File: config.mk
export PLATFORM = sky130hd
export DESIGN_NAME = phase_spike_decoder
export DESIGN_NICKNAME = d
export VERILOG_FILES = /design/src/rtl/phase_dec_pkg.sv /design/src/rtl/phase_recip_div.sv /design/src/rtl/phase_spike_decoder.sv
export SDC_FILE = /design/constraint.sdc
export NUM_CORES = 1
export LEC_CHECK = 0
export BUFFER_PORTS_ARGS = -buffer_cell sky130_fd_sc_hd__buf_2
export CAP_MARGIN = 20
export CELL_PAD_IN_SITES_DETAIL_PLACEMENT = 1
export CELL_PAD_IN_SITES_GLOBAL_PLACEMENT = 1
export CORE_ASPECT_RATIO = 1.1
export CORE_MARGIN = 2
export CORE_UTILIZATION = 34
export DETAILED_ROUTE_END_ITERATION = 7
export PLACE_DENSITY = 0.65
export RECOVER_POWER = 50
export SLEW_MARGIN = 20
export SYNTH_ARGS = -nofsm -noshare
export SYNTH_HDL_FRONTEND = slang
export SYNTH_SLANG_ARGS = --single-unit
File: constraint.sdc
create_clock -name clk -period 6.1 [get_ports clk]
set_input_delay 0.61 -clock clk [delete_from_list [all_inputs] [get_ports clk]]
set_output_delay 0.61 -clock clk [all_outputs]
set_load 0.02 [all_outputs]
File: src/rtl/phase_dec_pkg.sv
// -----------------------------------------------------------------------------
// phase_dec_pkg
// Shared types and constants for the phase-coded spike decoder:
//   - dec_state_e : decode FSM states (IDLE, LOAD, DIV, EMIT)
//   - CUR_W       : width of the decoded current estimate
//   - DEF_*       : default threshold and gamma phase width
//   - chan_rec_t  : one channel's captured {phase, fired} record
// -----------------------------------------------------------------------------
package phase_dec_pkg;

  localparam int CUR_W         = 8;
  localparam int DEF_THRESHOLD = 200;
  localparam int DEF_PHASE_W   = 8;

  typedef enum logic [1:0] {
    ST_IDLE = 2'd0,
    ST_LOAD = 2'd1,
    ST_DIV  = 2'd2,
    ST_EMIT = 2'd3
  } dec_state_e;

  // Phase is stored at the full 8-bit divisor range, so a gamma phase of up to
  // 8 bits always fits.
  typedef struct packed {
    logic [DEF_PHASE_W-1:0] phase;
    logic                   fired;
  } chan_rec_t;

  // Divisor for a captured phase: phase+1, which spans 1..256.
  function automatic logic [CUR_W:0] recip_divisor(input logic [DEF_PHASE_W-1:0] phase);
    return {1'b0, phase} + (CUR_W+1)'(1);
  endfunction

endpackage

File: src/rtl/phase_recip_div.sv
// -----------------------------------------------------------------------------
// phase_recip_div
// Serial restoring divider: CUR_W-bit dividend by (CUR_W+1)-bit divisor, one
// quotient bit per clock. A start pulse loads the operands; CUR_W edges later
// the quotient is final and stays held until the next start.
// Ports:
//   clk, rst   : clock, synchronous active-high reset
//   start      : load dividend/divisor and begin a division
//   dividend   : CUR_W-bit numerator
//   divisor    : (CUR_W+1)-bit denominator, never zero
//   done       : high during the last iteration (quotient valid after this edge)
//   quotient   : floor(dividend/divisor)
// -----------------------------------------------------------------------------
module phase_recip_div
  import phase_dec_pkg::*;
(
  input  logic             clk,
  input  logic             rst,
  input  logic             start,
  input  logic [CUR_W-1:0] dividend,
  input  logic [CUR_W:0]   divisor,
  output logic             done,
  output logic [CUR_W-1:0] quotient
);

  logic [CUR_W:0]   rem_q, rem_d;
  logic [CUR_W:0]   dvs_q, dvs_d;
  logic [CUR_W-1:0] quo_q, quo_d;
  logic [3:0]       cnt_q, cnt_d;
  logic [CUR_W+1:0] shifted;
  logic [CUR_W:0]   trial;

  // NOTE: every signal assigned in always_comb gets a default first, so no
  // path leaves it unassigned and no latch is inferred.
  always_comb begin
    rem_d = rem_q;
    dvs_d = dvs_q;
    quo_d = quo_q;
    cnt_d = cnt_q;
    // Partial remainder shifted left with the next dividend bit brought in.
    shifted = {rem_q, quo_q[CUR_W-1]};
    // Modular subtract is exact whenever shifted >= divisor (result < divisor).
    trial   = shifted[CUR_W:0] - dvs_q;
    if (start) begin
      rem_d = '0;
      quo_d = dividend;
      dvs_d = divisor;
      cnt_d = 4'(CUR_W);
    end else if (cnt_q != 4'd0) begin
      if (shifted >= {1'b0, dvs_q}) begin
        rem_d = trial;
        quo_d = {quo_q[CUR_W-2:0], 1'b1};
      end else begin
        rem_d = shifted[CUR_W:0];
        quo_d = {quo_q[CUR_W-2:0], 1'b0};
      end
      cnt_d = cnt_q - 4'd1;
    end
  end

  // NOTE: sequential state is updated with non-blocking assignments only, so
  // every flop samples the pre-edge value of every other flop.
  always_ff @(posedge clk) begin
    if (rst) begin
      rem_q <= '0;
      dvs_q <= '0;
      quo_q <= '0;
      cnt_q <= '0;
    end else begin
      rem_q <= rem_d;
      dvs_q <= dvs_d;
      quo_q <= quo_d;
      cnt_q <= cnt_d;
    end
  end

  assign done     = (cnt_q == 4'd1);
  assign quotient = quo_q;

endmodule

File: src/rtl/phase_spike_decoder.sv
// -----------------------------------------------------------------------------
// phase_spike_decoder
// Timestamps the first spike of each channel against the gamma phase and, at
// every gamma cycle boundary, decodes each captured phase into a current
// estimate THRESHOLD/(phase+1). Results leave one channel at a time, in
// ascending channel order, over a valid/ready stream.
//
// Build option: define PHASE_DEC_SKIP_SILENT_EN to emit only channels that
// fired; by default every channel is emitted (silent ones as current 0).
//
// Ports:
//   clk, rst      : clock, synchronous active-high reset
//   global_phase  : gamma phase (PHASE_W <= 8 bits)
//   cycle_start   : one-cycle pulse at phase 0 of a new gamma cycle
//   spike_in      : per-channel spike pulses
//   out_valid     : result available (EMIT)
//   out_ready     : downstream accepts the result
//   out_ch        : channel index of the result
//   out_current   : decoded current estimate
//   out_fired     : channel spiked in the decoded cycle
//   busy          : decode FSM not IDLE
//   overrun       : one-cycle pulse, an ended cycle was dropped
// -----------------------------------------------------------------------------
module phase_spike_decoder
  import phase_dec_pkg::*;
#(
  parameter  int NUM_CH    = 3,
  parameter  int THRESHOLD = DEF_THRESHOLD,
  parameter  int PHASE_W   = DEF_PHASE_W,
  localparam int CH_W      = (NUM_CH > 1) ? $clog2(NUM_CH) : 1
) (
  input  logic               clk,
  input  logic               rst,
  input  logic [PHASE_W-1:0] global_phase,
  input  logic               cycle_start,
  input  logic [NUM_CH-1:0]  spike_in,
  output logic               out_valid,
  input  logic               out_ready,
  output logic [CH_W-1:0]    out_ch,
  output logic [CUR_W-1:0]   out_current,
  output logic               out_fired,
  output logic               busy,
  output logic               overrun
);

`ifdef PHASE_DEC_SKIP_SILENT_EN
  localparam bit SKIP_SILENT = 1'b1;
`else
  localparam bit SKIP_SILENT = 1'b0;
`endif

  localparam logic [CH_W-1:0] LAST_CH = CH_W'(NUM_CH - 1);

  dec_state_e       state_q, state_d;
  chan_rec_t        cap_q  [NUM_CH];
  chan_rec_t        cap_d  [NUM_CH];
  chan_rec_t        snap_q [NUM_CH];
  chan_rec_t        snap_d [NUM_CH];
  logic [CH_W-1:0]  ch_q, ch_d;
  logic             fired_q, fired_d;
  logic             overrun_q, overrun_d;

  logic                   load_hit;
  logic [CH_W-1:0]        load_idx;
  logic [DEF_PHASE_W-1:0] load_phase;
  logic                   more_after;

  logic             div_start;
  logic             div_done;
  logic [CUR_W-1:0] div_quotient;

  // ---------------------------------------------------------------------------
  // Capture: first spike per channel per gamma cycle. cycle_start clears the
  // bank first, so a spike on the same edge lands in the new cycle.
  // ---------------------------------------------------------------------------
  always_comb begin
    for (int i = 0; i < NUM_CH; i++) begin
      cap_d[i] = cap_q[i];
      if (cycle_start) cap_d[i] = '0;
      if (spike_in[i] && !cap_d[i].fired) begin
        cap_d[i].fired = 1'b1;
        cap_d[i].phase = DEF_PHASE_W'(global_phase);
      end
    end
  end

  // ---------------------------------------------------------------------------
  // Channel selection for LOAD. Default build: the current channel. Skip build:
  // the lowest fired channel at or above the current one. more_after tells
  // EMIT whether any fired channel remains above the one being emitted.
  // ---------------------------------------------------------------------------
  always_comb begin
    load_hit   = 1'b0;
    load_idx   = ch_q;
    more_after = 1'b0;
    for (int i = NUM_CH - 1; i >= 0; i--) begin
      if (snap_q[i].fired && (CH_W'(i) > ch_q)) more_after = 1'b1;
      if (SKIP_SILENT) begin
        if (snap_q[i].fired && (CH_W'(i) >= ch_q)) begin
          load_hit = 1'b1;
          load_idx = CH_W'(i);
        end
      end else if (CH_W'(i) == ch_q) begin
        load_hit = snap_q[i].fired;
      end
    end
  end

  always_comb begin
    load_phase = '0;
    for (int i = 0; i < NUM_CH; i++) begin
      if (CH_W'(i) == load_idx) load_phase = snap_q[i].phase;
    end
  end

  // ---------------------------------------------------------------------------
  // Decode FSM
  // ---------------------------------------------------------------------------
  always_comb begin
    state_d   = state_q;
    ch_d      = ch_q;
    fired_d   = fired_q;
    snap_d    = snap_q;
    div_start = 1'b0;
    // A boundary while decoding drops the ended cycle; capture still clears.
    overrun_d = cycle_start && (state_q != ST_IDLE);

    unique case (state_q)
      ST_IDLE: begin
        if (cycle_start) begin
          snap_d  = cap_q;
          ch_d    = '0;
          state_d = ST_LOAD;
        end
      end
      ST_LOAD: begin
        if (load_hit) begin
          ch_d      = load_idx;
          fired_d   = 1'b1;
          div_start = 1'b1;
          state_d   = ST_DIV;
        end else if (SKIP_SILENT) begin
          state_d = ST_IDLE;
        end else begin
          fired_d = 1'b0;
          state_d = ST_EMIT;
        end
      end
      ST_DIV: begin
        if (div_done) state_d = ST_EMIT;
      end
      ST_EMIT: begin
        if (out_ready) begin
          // Leave straight to IDLE on the final transfer so busy drops there.
          if ((ch_q == LAST_CH) || (SKIP_SILENT && !more_after)) begin
            state_d = ST_IDLE;
          end else begin
            ch_d    = ch_q + CH_W'(1);
            state_d = ST_LOAD;
          end
        end
      end
      default: state_d = ST_IDLE;
    endcase
  end

  // NOTE: the capture and snapshot banks are a handful of flops rather than a
  // RAM, so they are cleared by reset like any other state.
  always_ff @(posedge clk) begin
    if (rst) begin
      state_q   <= ST_IDLE;
      ch_q      <= '0;
      fired_q   <= 1'b0;
      overrun_q <= 1'b0;
      for (int i = 0; i < NUM_CH; i++) begin
        cap_q[i]  <= '0;
        snap_q[i] <= '0;
      end
    end else begin
      state_q   <= state_d;
      ch_q      <= ch_d;
      fired_q   <= fired_d;
      overrun_q <= overrun_d;
      cap_q     <= cap_d;
      snap_q    <= snap_d;
    end
  end

  phase_recip_div u_div (
    .clk      (clk),
    .rst      (rst),
    .start    (div_start),
    .dividend (CUR_W'(THRESHOLD)),
    .divisor  (recip_divisor(load_phase)),
    .done     (div_done),
    .quotient (div_quotient)
  );

  // The divider holds its quotient until the next start, so the payload is
  // stable for as long as EMIT is stalled.
  assign out_valid   = (state_q == ST_EMIT);
  assign out_ch      = ch_q;
  assign out_fired   = fired_q;
  assign out_current = fired_q ? div_quotient : '0;
  assign busy        = (state_q != ST_IDLE);
  assign overrun     = overrun_q;

endmodule
* Word level (Yosys, flattened, before mapping)
Cells that the tools add are included.
Storage, ports and cells: input bits 15, logic and storage cells 89, bits in registers 90
Cells by class: reduce and logical (&&, ||, !) cells 20, order comparisons 1, eq/ne operators 11, $add $sub $neg 4, multiplexer cells 31
Operator list (count):
- 9-bit two-way mux | 7
- 8-bit two-way mux | 6
- 2-bit two-way mux | 6
- 2-bit nonzero test | 6
- 10-bit by 9-bit greater-or-equal comparator with 1-bit output | 1
- 8-bit by 1-bit adder with 9-bit output, second input constant | 1
- 9-bit subtractor | 1
- 1-bit two-way mux | 8
- 4-bit two-way mux | 2
- 2-bit case mux with 4 select lines | 1
- 2-bit == test, second input constant | 3
- 2-bit != test, second input constant | 3
- 4-bit by 1-bit == test with 1-bit output, second input constant | 1
- 1-bit logical AND | 4
- 2-bit zero test | 2
- 2-bit case mux with 2 select lines | 1
- 4-bit AND reduction | 1
- 4-bit nonzero test | 1
- 4-bit by 1-bit subtractor with 4-bit output, second input constant | 1
- 1-bit zero test | 3
- 3-bit AND reduction | 1
- 2-bit by 1-bit adder with 2-bit output, second input constant | 1
- 1-bit by 2-bit == test with 1-bit output, first input constant | 1
- 2-bit by 1-bit == test with 1-bit output, second input constant | 1
- other kinds (4) | 4

* Depth between registers and ports, before layout
depth after elaboration 7, mapped depth 10, depth with buffers taken out 9

* By module
A second synthesis with hierarchy kept.
Second synthesis, totals: cells, all modules 522, area total of the unflattened synthesis 4393.0 µm²
By module, submodules not included:
- phase_spike_decoder | instances 1, cells each 320, sequential area each 1201.2 µm², area an instance 2700.1 µm²
- phase_recip_div | instances 1, cells each 202, sequential area each 600.6 µm², area an instance 1692.9 µm²

* Worst setup path before layout
Ideal clock, no wire load.
kind flip-flop to flip-flop, from reg ch_q[1], in the netlist out_ch[1], to reg u_div.dvs_q[8], period minus slack after synthesis 2.305 ns, data required time 6.030 ns, setup slack 3.795 ns, stages on the path, launching flop included 11, arrival 2.235 ns, buffers on the path 2, path through dfxtp_1 inv_1 ha_1 buf_6 buf_6 nand3b_1 a2bb2oi_2 ha_1 nand3_1 or4b_1 a21oi_1
On the way: cells in the longest elaborated chain, start to end 6
Ends and longest elaborated chain:
- start, declared | RTL line phase_spike_decoder.sv:59 | logic [CH_W-1:0] ch_q, ch_d;
- start signal, assigned | RTL line phase_spike_decoder.sv:181 | ch_q <= ch_d;
- parallel branches: the longest is 6 deep, another holds 8-bit by 1-bit adder with 9-bit output
- end signal, assigned | RTL line phase_recip_div.sv:71 | dvs_q <= dvs_d;
- end, declared | RTL line phase_recip_div.sv:27 | logic [CUR_W:0] dvs_q, dvs_d;
Several ways; the timed one is not identified. A chain may end at the register's enable or synchronous reset.

* Final worst setup path
from reg u_div.quo_q[7], in the netlist u_div.quotient[7], to reg u_div.rem_q[5]
On the way: cells in the longest elaborated chain, start to end 2
Ends and longest elaborated chain:
- start, declared | RTL line phase_recip_div.sv:28 | logic [CUR_W-1:0] quo_q, quo_d;
- start signal, assigned | RTL line phase_recip_div.sv:72 | quo_q <= quo_d;
- 9-bit subtractor / 10-bit by 9-bit greater-or-equal comparator with 1-bit output (equally long branches) | RTL line phase_recip_div.sv:43, phase_recip_div.sv:50
- 9-bit two-way mux (*) | RTL line phase_recip_div.sv:50 | if (shifted >= {1'b0, dvs_q}) begin
- end signal, assigned | RTL line phase_recip_div.sv:70 | rem_q <= rem_d;
- end, declared | RTL line phase_recip_div.sv:26 | logic [CUR_W:0] rem_q, rem_d;
Mark *: on every way between the ends. The rest lies on a longest branch, timed or not.

==> flow_summary.json <==
{
  "status": "finished clean",
  "post-cts-setup-buffers": 0,
  "cts_tree": "done",
  "regArea_um2": 1800,
  "core_area_um2": 12500,
  "power_density_nw_per_um2": 412,
  "std_cell_rows": 43,
  "drive_gt1_share_pct": 9.98,
  "drcViolationCount": 0,
  "htree_levels": 3,
  "synthAdderAreaFrac_pct": 5.92,
  "io_buffers": 28,
  "synth_compound_area_share_pct": 23.4,
  "gr-usage-all-layers_pct": 16.4,
  "avgSynthCellArea_um2": 8.38,
  "clkTransAtPathRegs_ps": 70,
  "fin_nets": 571,
  "grt_pass1_wl_um": 18000,
  "fin_hold_ws_ps": 458,
  "ys_seq_area_share_pct": 41.4,
  "clock_latency_ps": 340,
  "place_area_um2": 4580,
  "synth_common_cells": "dfxtp_1, nand2_1, a21oi_1",
  "synth_top_family_by_area": "compound AO/OA/AOI/OAI gates",
  "cts_buffers": 9,
  "grt_max_degree": 76,
  "critPathLaunch": "u_div.quotient[7]",
  "die_h_um": 123,
  "startpoint_type": "register",
  "hp-class": "register to register",
  "slew_headroom_pct": 31.2,
  "antenna_found_initial": 0,
  "mappedNetlistArea_um2": 4350,
  "cts-root-buf": "clkbuf_16",
  "synth_warnings": 0,
  "place_hpwl_um": 7870,
  "critPathArrivalTime_ps": 2870,
  "async_flop_share_pct": 0,
  "endpoint_kind": "register",
  "fin_tns_setup_ps": 0,
  "fin_area_um2": 4840,
  "syn_nets": 554,
  "ioPinCount": 29,
  "synth.distinct_cells": 58,
  "num_antenna_cells": 0,
  "synthMostInstantiatedCell": "dfxtp_1",
  "power_leakage_nw": 1.79,
  "yosys.area_share.simple_pct": 22.1,
  "fin_skew_ps": 4.84,
  "min_from": "snap_q[26]",
  "fmax_ghz": 0.373,
  "tightest_slew_ps": 1020,
  "placedCellCount": 682,
  "drt_first_iter_violations": 121,
  "synth_cells": 519,
  "ant_nets": 0,
  "rsz0062_at_grt": "false",
  "area_growth_pct": 11.4,
  "firstDrtPassIters": 4,
  "finalMaxSlewViolations": 0,
  "synth_edf_count": 0,
  "synth.area.mux_share_pct": 0.460,
  "fin_crit_sh_pct": 44.0,
  "synth-seq-cells": 90,
  "grt_pass1_vias": 3618,
  "pre_cts_ws_ps": 3420,
  "fillers": 1524,
  "period_minus_slack_ps": 2680,
  "routedWlPerCell_um": 15.0,
  "holdBufCountCts": 0,
  "multi_input_area_um2": 2320,
  "yosysTopAreaCell": "dfxtp_1",
  "setup_ws_ps": 3420,
  "grt-ovfl-total": 0,
  "path_max_fanout": 12,
  "ys.flop_type": "dfxtp_1",
  "cp.required_ps": 6290,
  "synthTopCellsByArea": "dfxtp_1, nand2_1, a21oi_1",
  "cts.sinks": 90,
  "gp_congestion": 0.794,
  "fin_cells": 698,
  "finalSetupViolations": 0,
  "wirelength_um": 10500,
  "start_util_pct": 34.7,
  "hold_violations": 0,
  "reg2reg_from": "u_div.quotient[7]",
  "cts_resized": 0,
  "maxCapViolations": 0,
  "avgViaCountPerCell": 5.20,
  "vdd_drop_max_v": 0.000172,
  "crit_type": "register to register",
  "fp.dieW_um": 112,
  "via_count": 3629,
  "synthXorXnorAreaFrac_pct": 1.41,
  "clockBufferDepth": 2,
  "dieArea_um2": 13700,
  "synth_top_area_share_pct": 41.4
}
flip-flops by register name (all words and copies together) (netlist names):
register        count
cap_q              27
snap_q             27
u_div.dvs_q         9
u_div.rem_q         9
u_div.quotient      8
u_div.cnt_q         4
out_ch              2
state_q             2
out_fired           1
overrun             1
path summary, 6_finish.rpt:
check,endpoint,slack (ps),cells after the start
max,u_div.rem_q[5],3420,9
min,snap_q[26],460,2
max reg2reg,u_div.rem_q[5],3420,9
min reg2reg,snap_q[26],460,2
where the power goes:
part | internal, mW | switching, mW | total (mW)
logic | 0.281 | 0.478 | 0.758
registers | 0.664 | 0.0622 | 0.726
clock network | 0.277 | 0.234 | 0.511
total | 1.22 | 0.774 | 2.00
worst max-delay path, cell delays in order, from the launching register on:
cell and delay [ps]:
dfxtp_1 330, inv_1 60, ha_1 160, inv_1 60, fa_1 390, a21o_1 230
a221o_1 340, a211oi_2 660, or3b_1 220, a31oi_1 80
cell families after synthesis:
kind of cell | after synthesis
compound gates | 151
xor+xnor | 7
fa+ha+maj | 20
buf+inv | 53
flops | 90
mux | 2
simple gates | 196
cell type report:
type	count	share of cell area, %
inverters	28	2.17
well taps	157	4.05
multi-input cells	376	47.9
clock buffers	10	4.73
flip-flops and latches	90	37.2
repair buffers	31	3.10
clock inverters	6	0.904
stage by stage:
stage / total power, mW / util, %
6_report: 2.00 / 38.6
5_1_grt: 2.16 / 38.6
4_1_cts: 2.03 / 38.7
3_5_place_dp: 1.51 / 36.6
3_3_place_gp: 1.47 / 36.6
2_1_floorplan: 1.32 / -
placed cells by master (no fill, tap or decap), types with 2 or more instances in the layout:
master | synthesis | layout
dfxtp_1 | 90 | 90
nand2_1 | 84 | 84
a21oi_1 | 61 | 61
nor2_1 | 47 | 47
inv_1 | 25 | 27
a22oi_1 | 24 | 24
o21ai_0 | 19 | 19
ha_1 | 19 | 19
buf_2 | 1 | 18
nand3_1 | 11 | 11
clkbuf_1 | 17 | 11
a31oi_1 | 9 | 9
clkbuf_16 | 0 | 9
a211oi_1 | 7 | 7
nand3b_1 | 6 | 6
a2bb2oi_2 | 6 | 6
nor3_1 | 6 | 6
nand4_1 | 5 | 5
xnor2_1 | 5 | 5
or3_1 | 5 | 5
and2_1 | 8 | 4
and2_0 | 0 | 4
a21o_1 | 4 | 4
and3_1 | 4 | 4
nand3b_4 | 3 | 3
and3b_1 | 3 | 3
a21boi_0 | 0 | 3
clkinv_4 | 0 | 3
buf_4 | 2 | 3
mux2i_1 | 2 | 2
nor3b_1 | 2 | 2
a211o_1 | 2 | 2
or3b_1 | 2 | 2
nor2b_1 | 2 | 2
o31ai_1 | 2 | 2
a311oi_2 | 2 | 2
xor2_1 | 2 | 2
clkinv_2 | 0 | 2
per-layer routing:
layer  part of all wire (%)  vias up  wire length (µm)  GRT usage (%)
met5                      0        -                 0              0
met2                     49       40              5100           28.4
met1                     47     1720              4940           20.0
met3                    2.3       14               242           3.31
li1                       -     1855                 -              -
met4                    2.0        0               211           6.33
Note: power is estimated with default switching activity, not from simulation.
